<file path="config.mk">
export PLATFORM = sky130hd
export DESIGN_NAME = pixel_frame_reader
export DESIGN_NICKNAME = d
export VERILOG_FILES = /design/src/rtl/pixel_frame_reader.sv
export SDC_FILE = /design/constraint.sdc
export NUM_CORES = 1
export LEC_CHECK = 0
export CAP_MARGIN = 20
export CORE_UTILIZATION = 64
export DETAILED_ROUTE_END_ITERATION = 16
export PLACE_DENSITY = 0.93
export SYNTH_ARGS = -nofsm -noshare
export SYNTH_HDL_FRONTEND = slang
export SYNTH_SLANG_ARGS = --single-unit
</file>
<file path="constraint.sdc">
create_clock -name clk_clk -period 8.6 [get_ports clk_clk]
set_input_delay 1.29 -clock clk_clk [delete_from_list [all_inputs] [get_ports clk_clk]]
set_output_delay 1.29 -clock clk_clk [all_outputs]
set_load 0.05 [all_outputs]
</file>
<file path="src/rtl/pixel_frame_reader.sv">
// Frame reader: fetches num_words pixel words over an Avalon-MM read master and
// streams them out through a credit-limited FIFO, with continuous and abort modes.
module pixel_frame_reader #(
   parameter int DATA_W = 32,
   parameter int ADDR_W = 32,
   parameter int DEPTH  = 16,
   parameter int LEN_W  = 24
) (
   input  logic              clk_clk,
   input  logic              reset_reset_n,
   input  logic              start,
   input  logic              stop,
   input  logic              continuous,
   input  logic [ADDR_W-1:0] base_addr,
   input  logic [LEN_W-1:0]  num_words,
   output logic [ADDR_W-1:0] avm_address,
   output logic              avm_read,
   input  logic              avm_waitrequest,
   input  logic [DATA_W-1:0] avm_readdata,
   input  logic              avm_readdatavalid,
   output logic              out_valid,
   output logic [DATA_W-1:0] out_data,
   input  logic              out_ready,
   output logic              busy,
   output logic              irq,
   input  logic              irq_clear
);

   localparam int PTR_W = $clog2(DEPTH);
   localparam int CNT_W = PTR_W + 1;
   localparam logic [ADDR_W-1:0] STEP    = ADDR_W'(DATA_W / 8);
   localparam logic [CNT_W:0]    DEPTH_C = (CNT_W + 1)'(DEPTH);

   typedef enum logic [1:0] {IDLE, FETCH, DRAIN, ABORT} state_t;

   logic              rst_sync_q;
   state_t            state_q, state_d;
   logic [ADDR_W-1:0] addr_q, addr_d;
   logic [ADDR_W-1:0] base_q, base_d;
   logic [LEN_W-1:0]  len_q, len_d;
   logic [LEN_W-1:0]  issue_rem_q, issue_rem_d;
   logic [LEN_W-1:0]  out_rem_q, out_rem_d;
   logic [CNT_W-1:0]  outst_q, outst_d;
   logic [CNT_W-1:0]  fifo_cnt_q, fifo_cnt_d;
   logic [PTR_W-1:0]  wr_ptr_q, wr_ptr_d;
   logic [PTR_W-1:0]  rd_ptr_q, rd_ptr_d;
   logic              rdv_q, rdv_d;
   logic [DATA_W-1:0] rdata_q, rdata_d;
   logic              irq_q, irq_d;
   logic [DATA_W-1:0] mem_q [DEPTH];

   logic credit_ok, issue, pop, push, frame_done, accept, restart, valid_int;

   // Reset asserts immediately but releases on a clock edge.
   always_ff @(posedge clk_clk or negedge reset_reset_n) begin
      if (!reset_reset_n) rst_sync_q <= 1'b0;
      else                rst_sync_q <= 1'b1;
   end

   always_ff @(posedge clk_clk or negedge rst_sync_q) begin
      if (!rst_sync_q) state_q <= IDLE;
      else             state_q <= state_d;
   end

   always_comb begin
      credit_ok  = ({1'b0, outst_q} + {1'b0, fifo_cnt_q}) < DEPTH_C;
      issue      = avm_read && !avm_waitrequest;
      pop        = valid_int && out_ready;
      push       = rdv_q && (state_q == FETCH || state_q == DRAIN);
      frame_done = (state_q == DRAIN) && pop && (out_rem_q == LEN_W'(1));
      accept     = (state_q == IDLE) && start && (num_words != '0);
      restart    = frame_done && continuous && !stop;
   end

   always_comb begin
      state_d = state_q;
      case (state_q)
         IDLE:  if (accept) state_d = FETCH;
         FETCH: begin
            if (stop)                                        state_d = ABORT;
            else if (issue && issue_rem_q == LEN_W'(1))      state_d = DRAIN;
         end
         DRAIN: begin
            if (stop)            state_d = ABORT;
            else if (frame_done) state_d = continuous ? FETCH : IDLE;
         end
         ABORT: if (outst_q == '0) state_d = IDLE;
         default: state_d = IDLE;
      endcase
   end

   always_comb begin
      avm_read    = (state_q == FETCH) && (issue_rem_q != '0) && credit_ok;
      avm_address = addr_q;
      valid_int   = (state_q != ABORT) && (fifo_cnt_q != '0);
      out_valid   = valid_int;
      out_data    = valid_int ? mem_q[rd_ptr_q] : '0;
      busy        = (state_q != IDLE);
      irq         = irq_q;
   end

   // Outstanding counts every read until its word leaves the input stage, so
   // outstanding + occupancy never exceeds DEPTH.
   always_comb begin
      addr_d      = addr_q;
      base_d      = base_q;
      len_d       = len_q;
      issue_rem_d = issue_rem_q;
      out_rem_d   = out_rem_q;
      rdv_d       = avm_readdatavalid;
      rdata_d     = avm_readdata;
      outst_d     = outst_q + CNT_W'(issue) - CNT_W'(rdv_q && (outst_q != '0));
      fifo_cnt_d  = fifo_cnt_q + CNT_W'(push) - CNT_W'(pop);
      wr_ptr_d    = wr_ptr_q + PTR_W'(push);
      rd_ptr_d    = rd_ptr_q + PTR_W'(pop);
      if (accept) begin
         base_d      = base_addr;
         len_d       = num_words;
         addr_d      = base_addr;
         issue_rem_d = num_words;
         out_rem_d   = num_words;
      end else if (restart) begin
         addr_d      = base_q;
         issue_rem_d = len_q;
         out_rem_d   = len_q;
      end else begin
         if (issue) begin
            addr_d      = addr_q + STEP;
            issue_rem_d = issue_rem_q - LEN_W'(1);
         end
         if (pop) out_rem_d = out_rem_q - LEN_W'(1);
      end
      if (state_q == ABORT) begin
         fifo_cnt_d = '0;
         wr_ptr_d   = '0;
         rd_ptr_d   = '0;
      end
      if (frame_done && !stop) irq_d = 1'b1;
      else if (irq_clear)      irq_d = 1'b0;
      else                     irq_d = irq_q;
   end

   always_ff @(posedge clk_clk or negedge rst_sync_q) begin
      if (!rst_sync_q) begin
         addr_q      <= '0;
         base_q      <= '0;
         len_q       <= '0;
         issue_rem_q <= '0;
         out_rem_q   <= '0;
         outst_q     <= '0;
         fifo_cnt_q  <= '0;
         wr_ptr_q    <= '0;
         rd_ptr_q    <= '0;
         rdv_q       <= 1'b0;
         rdata_q     <= '0;
         irq_q       <= 1'b0;
      end else begin
         addr_q      <= addr_d;
         base_q      <= base_d;
         len_q       <= len_d;
         issue_rem_q <= issue_rem_d;
         out_rem_q   <= out_rem_d;
         outst_q     <= outst_d;
         fifo_cnt_q  <= fifo_cnt_d;
         wr_ptr_q    <= wr_ptr_d;
         rd_ptr_q    <= rd_ptr_d;
         rdv_q       <= rdv_d;
         rdata_q     <= rdata_d;
         irq_q       <= irq_d;
      end
   end

   always_ff @(posedge clk_clk) begin
      if (push) mem_q[wr_ptr_q] <= rdata_q;
   end

endmodule

</file>
==> load_flow_metrics.sql <==
INSERT INTO impl_metrics (metric_group, metric, value, unit) VALUES
('run_status', 'outcome', 'complete, no violations', ''),
('clocking', 'cts_tree', 'yes', ''),
('critical_path', 'worstSetupEndpointType', 'output pin', ''),
('critical_path', 'worst-r2r-cell-count', '15', ''),
('critical_path', 'setup_slack_of_the_most_critical_reg_to_reg_path', '4460', 'ps'),
('synth', 'mean_area_per_synthesized_cell', '16.2', 'sq um'),
('die', 'design.die.area', '46600', 'sq um'),
('routing', 'ant_nets', '0', ''),
('synth', 'synth.distinct_cells', '77', ''),
('synth', 'register_area_share_after_synthesis', '0.688', ''),
('timing', 'slew_headroom', '0.178', ''),
('synth', 'synthDominantAreaCellType', 'sky130_fd_sc_hd__edfxtp_1', ''),
('placement', 'place_inst', '2510', ''),
('routing', 'dr.first_iter.drc_count', '2634', ''),
('routing', 'drt_wl_total', '80000', 'um'),
('clocking', 'cts_buffer_depth', '3', ''),
('synth', 'synthMostInstantiatedCell', 'sky130_fd_sc_hd__edfxtp_1', ''),
('finish', 'layoutNonFillerInstCount', '2638', ''),
('timing', 'finalMaxSlewViolations', '0', ''),
('timing', 'clock_skew', '41.0', 'ps'),
('synth', 'top_cell_type_s_share_of_synthesized_area', '0.525', ''),
('clocking', 'clock_slew_at_the_register_clock_pins_of_the_worst_setup_and_hold_paths', '70', 'ps'),
('synth', 'yosys_warn_count', '0', ''),
('power_and_ir_drop', 'p_per_area', '349', 'nW/um^2'),
('synth', 'synth.cell_area', '29300', 'sq um'),
('critical_path', 'r2r_start', 'state_q[1]', ''),
('routing', 'drt_pre_antenna_iters', '6', ''),
('clocking', 'clkSinkCount', '703', ''),
('synth', 'number_of_enable_type_register_cells_in_the_synthesized_netlist', '512', ''),
('timing', 'setup_repair_after_global_routing_missed_its_margin', 'no', ''),
('die', 'std_cell_rows', '78', ''),
('finish', 'layout.cell_area.non_filler', '33900', 'sq um'),
('synth', 'postSynth.topFlopCell', 'sky130_fd_sc_hd__edfxtp_1', ''),
('critical_path', 'worstReg2RegEnd', 'outst_q[4]', ''),
('clocking', 'post_cts_buffers', '0', ''),
('synth', 'total_of_flip_flops_plus_latches_after_synthesis', '703', ''),
('routing', 'total_drc_errors_in_the_routed_layout', '0', ''),
('placement', 'detailedPlacementHpwl', '44800', 'um'),
('synth', 'most_common_library_cells_after_synthesis', '512 x sky130_fd_sc_hd__edfxtp_1, 191 x sky130_fd_sc_hd__dfrtp_1, 180 x sky130_fd_sc_hd__nand2_1', ''),
('timing', 'setup_tns', '0', 'ps'),
('finish', 'insertedDiodeCount', '0', ''),
('clocking', 'clk_root_buffer_cell', 'sky130_fd_sc_hd__clkbuf_16', ''),
('timing', 'finalSetupViolCount', '0', ''),
('die', 'initial_cell_density_of_the_core', '0.647', ''),
('timing', 'worst_slack', '2710', 'ps'),
('clocking', 'worst_skew_pair.late_latency', '620', 'ps'),
('critical_path', 'cp_data_required_time', '7310', 'ps'),
('clocking', 'tritoncts.num_buffers', '70', ''),
('critical_path', 'critPathLaunchType', 'register', ''),
('grt', 'gr-total-overflow', '0', ''),
('timing', 'fin_crit_sh', '0.685', ''),
('critical_path', 'cp.arrival', '4600', 'ps'),
('placement', 'pre_cts_slack', '3430', 'ps'),
('flow_run', 'maxCapViolations', '0', ''),
('grt', 'antenna_found_initial', '1', ''),
('grt', 'global_route.usage.total', '0.352', ''),
('routing', 'vias_per_cell', '6.86', ''),
('finish', 'syn_to_final_growth', '15.7', '%'),
('power_and_ir_drop', 'reported_leakage_power', '11.7', 'nW'),
('die', 'die_y', '216', 'um'),
('timing', 'post-route-min-period', '5890', 'ps'),
('clocking', 'cts_resized', '0', ''),
('placement', 'gp_routability_congestion', '0.927', ''),
('synth', 'syn-instance-count', '1809', ''),
('grt', 'first_pass_grt_wire_length', '118000', 'um'),
('timing', 'fmaxAchievable', '0.170', 'GHz'),
('synth', 'ys_top_cells_by_area', 'sky130_fd_sc_hd__edfxtp_1 52%, sky130_fd_sc_hd__dfrtp_1 16%, sky130_fd_sc_hd__mux4_2 12%', ''),
('routing', 'avgRoutedWirePerCell', '30.3', 'um'),
('placement', 'placement.cell_area', '31700', 'sq um'),
('grt', 'first_global_vias', '18500', ''),
('synth', 'fraction_of_registers_with_async_set_or_reset_after_synthesis', '0.272', '');
-- state kept, by name (all words and copies together), names as in the netlist --
signal / cells
mem_q: 512
avm_address: 32
base_q: 32
rdata_q: 32
issue_rem_q: 24
len_q: 24
out_rem_q: 24
fifo_cnt_q: 5
outst_q: 5
rd_ptr_q: 4
wr_ptr_q: 4
state_q: 2
irq: 1
rdv_q: 1
rst_sync_q: 1
-- placed cells by master, fill, tap and decap left out, drive strengths merged, types with 6 or more instances in the layout --
master         instances
nor4                  27
ha                    30
xnor2                 36
clkinv                17
o22a                  12
nor4b                  9
edfxtp               512
buf                   29
inv                   33
o211ai                 8
or4                    8
a21oi                 65
a31oi                 22
clkdlybuf4s50        164
nand3                 28
o22ai                  6
clkbuf                99
or2                    6
nand2                180
a21o                   6
nor3                  36
nor2b                 42
and3                   8
mux2                  15
nor2                 104
a31o                   6
or3                   14
dfrtp                191
mux4                 160
nand4                 12
xor2                  22
o21ai                 38
nand2b                 7
and4                  11
-- how the worst max path moves through the flow --
stage                           start  slack [ps]  cells past startpoint             end
after floorplan            rst_sync_q        2850                      0  avm_address[0]
after global placement    rd_ptr_q[1]        3600                      5    out_data[21]
after detailed placement  rd_ptr_q[1]        3430                      5    out_data[25]
after CTS                 rd_ptr_q[1]        2760                      5    out_data[12]
after global routing      rd_ptr_q[1]        2660                      5    out_data[17]
final                     rd_ptr_q[1]        2710                      5     out_data[9]
-- cells by family after synthesis --
| logic type | after synthesis | share of synthesized area |
|---|---|---|
| muxes | 179 | 0.130 |
| buffers and inverters | 122 | 0.0188 |
| AOI/OAI and AO/OA | 211 | 0.0467 |
| adders and majority gates | 32 | 0.0142 |
| xor gates and xnor gates | 58 | 0.0173 |
| and+or+nand+nor | 503 | 0.0846 |
| DFF | 703 | 0.688 |
| other | 1 | 0.000128 |
-- metrics by stage --
stage / total power [mW] / hold WS, ps
final: 11.8 / 328
after global routing: 12.3 / 366
after CTS: 11.8 / 350
after detailed placement: 8.77 / 361
after global placement: 8.53 / 349
after floorplan: 7.49 / 441
-- final cells by class --
cell class              count  area [sq um]
flip-flops and latches    703         20200
multi-input cells         984          8740
clock inverters            29           325
clock buffers              99          1920
fillers                  2516         11400
well taps                 600           751
repair buffers            193          1880
inverters                  30           113
-- layer usage --
metal | vias up | part of all wire | global-route usage
li1 | 7359 | - | -
met1 | 9064 | 0.34 | 0.448
met2 | 1382 | 0.50 | 0.584
met3 | 296 | 0.096 | 0.0640
met4 | 0 | 0.059 | 0.188
met5 | - | 0 | 0
-- critical path, stage by stage, from the launching register on --
cell and delay, ps:
sky130_fd_sc_hd__dfrtp_4 1170, sky130_fd_sc_hd__buf_4 840, sky130_fd_sc_hd__mux4_2 490, sky130_fd_sc_hd__mux4_2 510
sky130_fd_sc_hd__nor2b_1 150, sky130_fd_sc_hd__clkdlybuf4s50_1 740
-- power breakdown --
part | total (mW) | internal (mW) | leakage (nW) | switching (mW)
clock network | 3.03 | 1.70 | 1.07 | 1.33
registers | 4.69 | 4.12 | 6.89 | 0.571
logic | 4.12 | 1.74 | 3.71 | 2.38
total | 11.8 | 7.56 | 11.7 | 4.29
(Power assumes the default switching activity.)
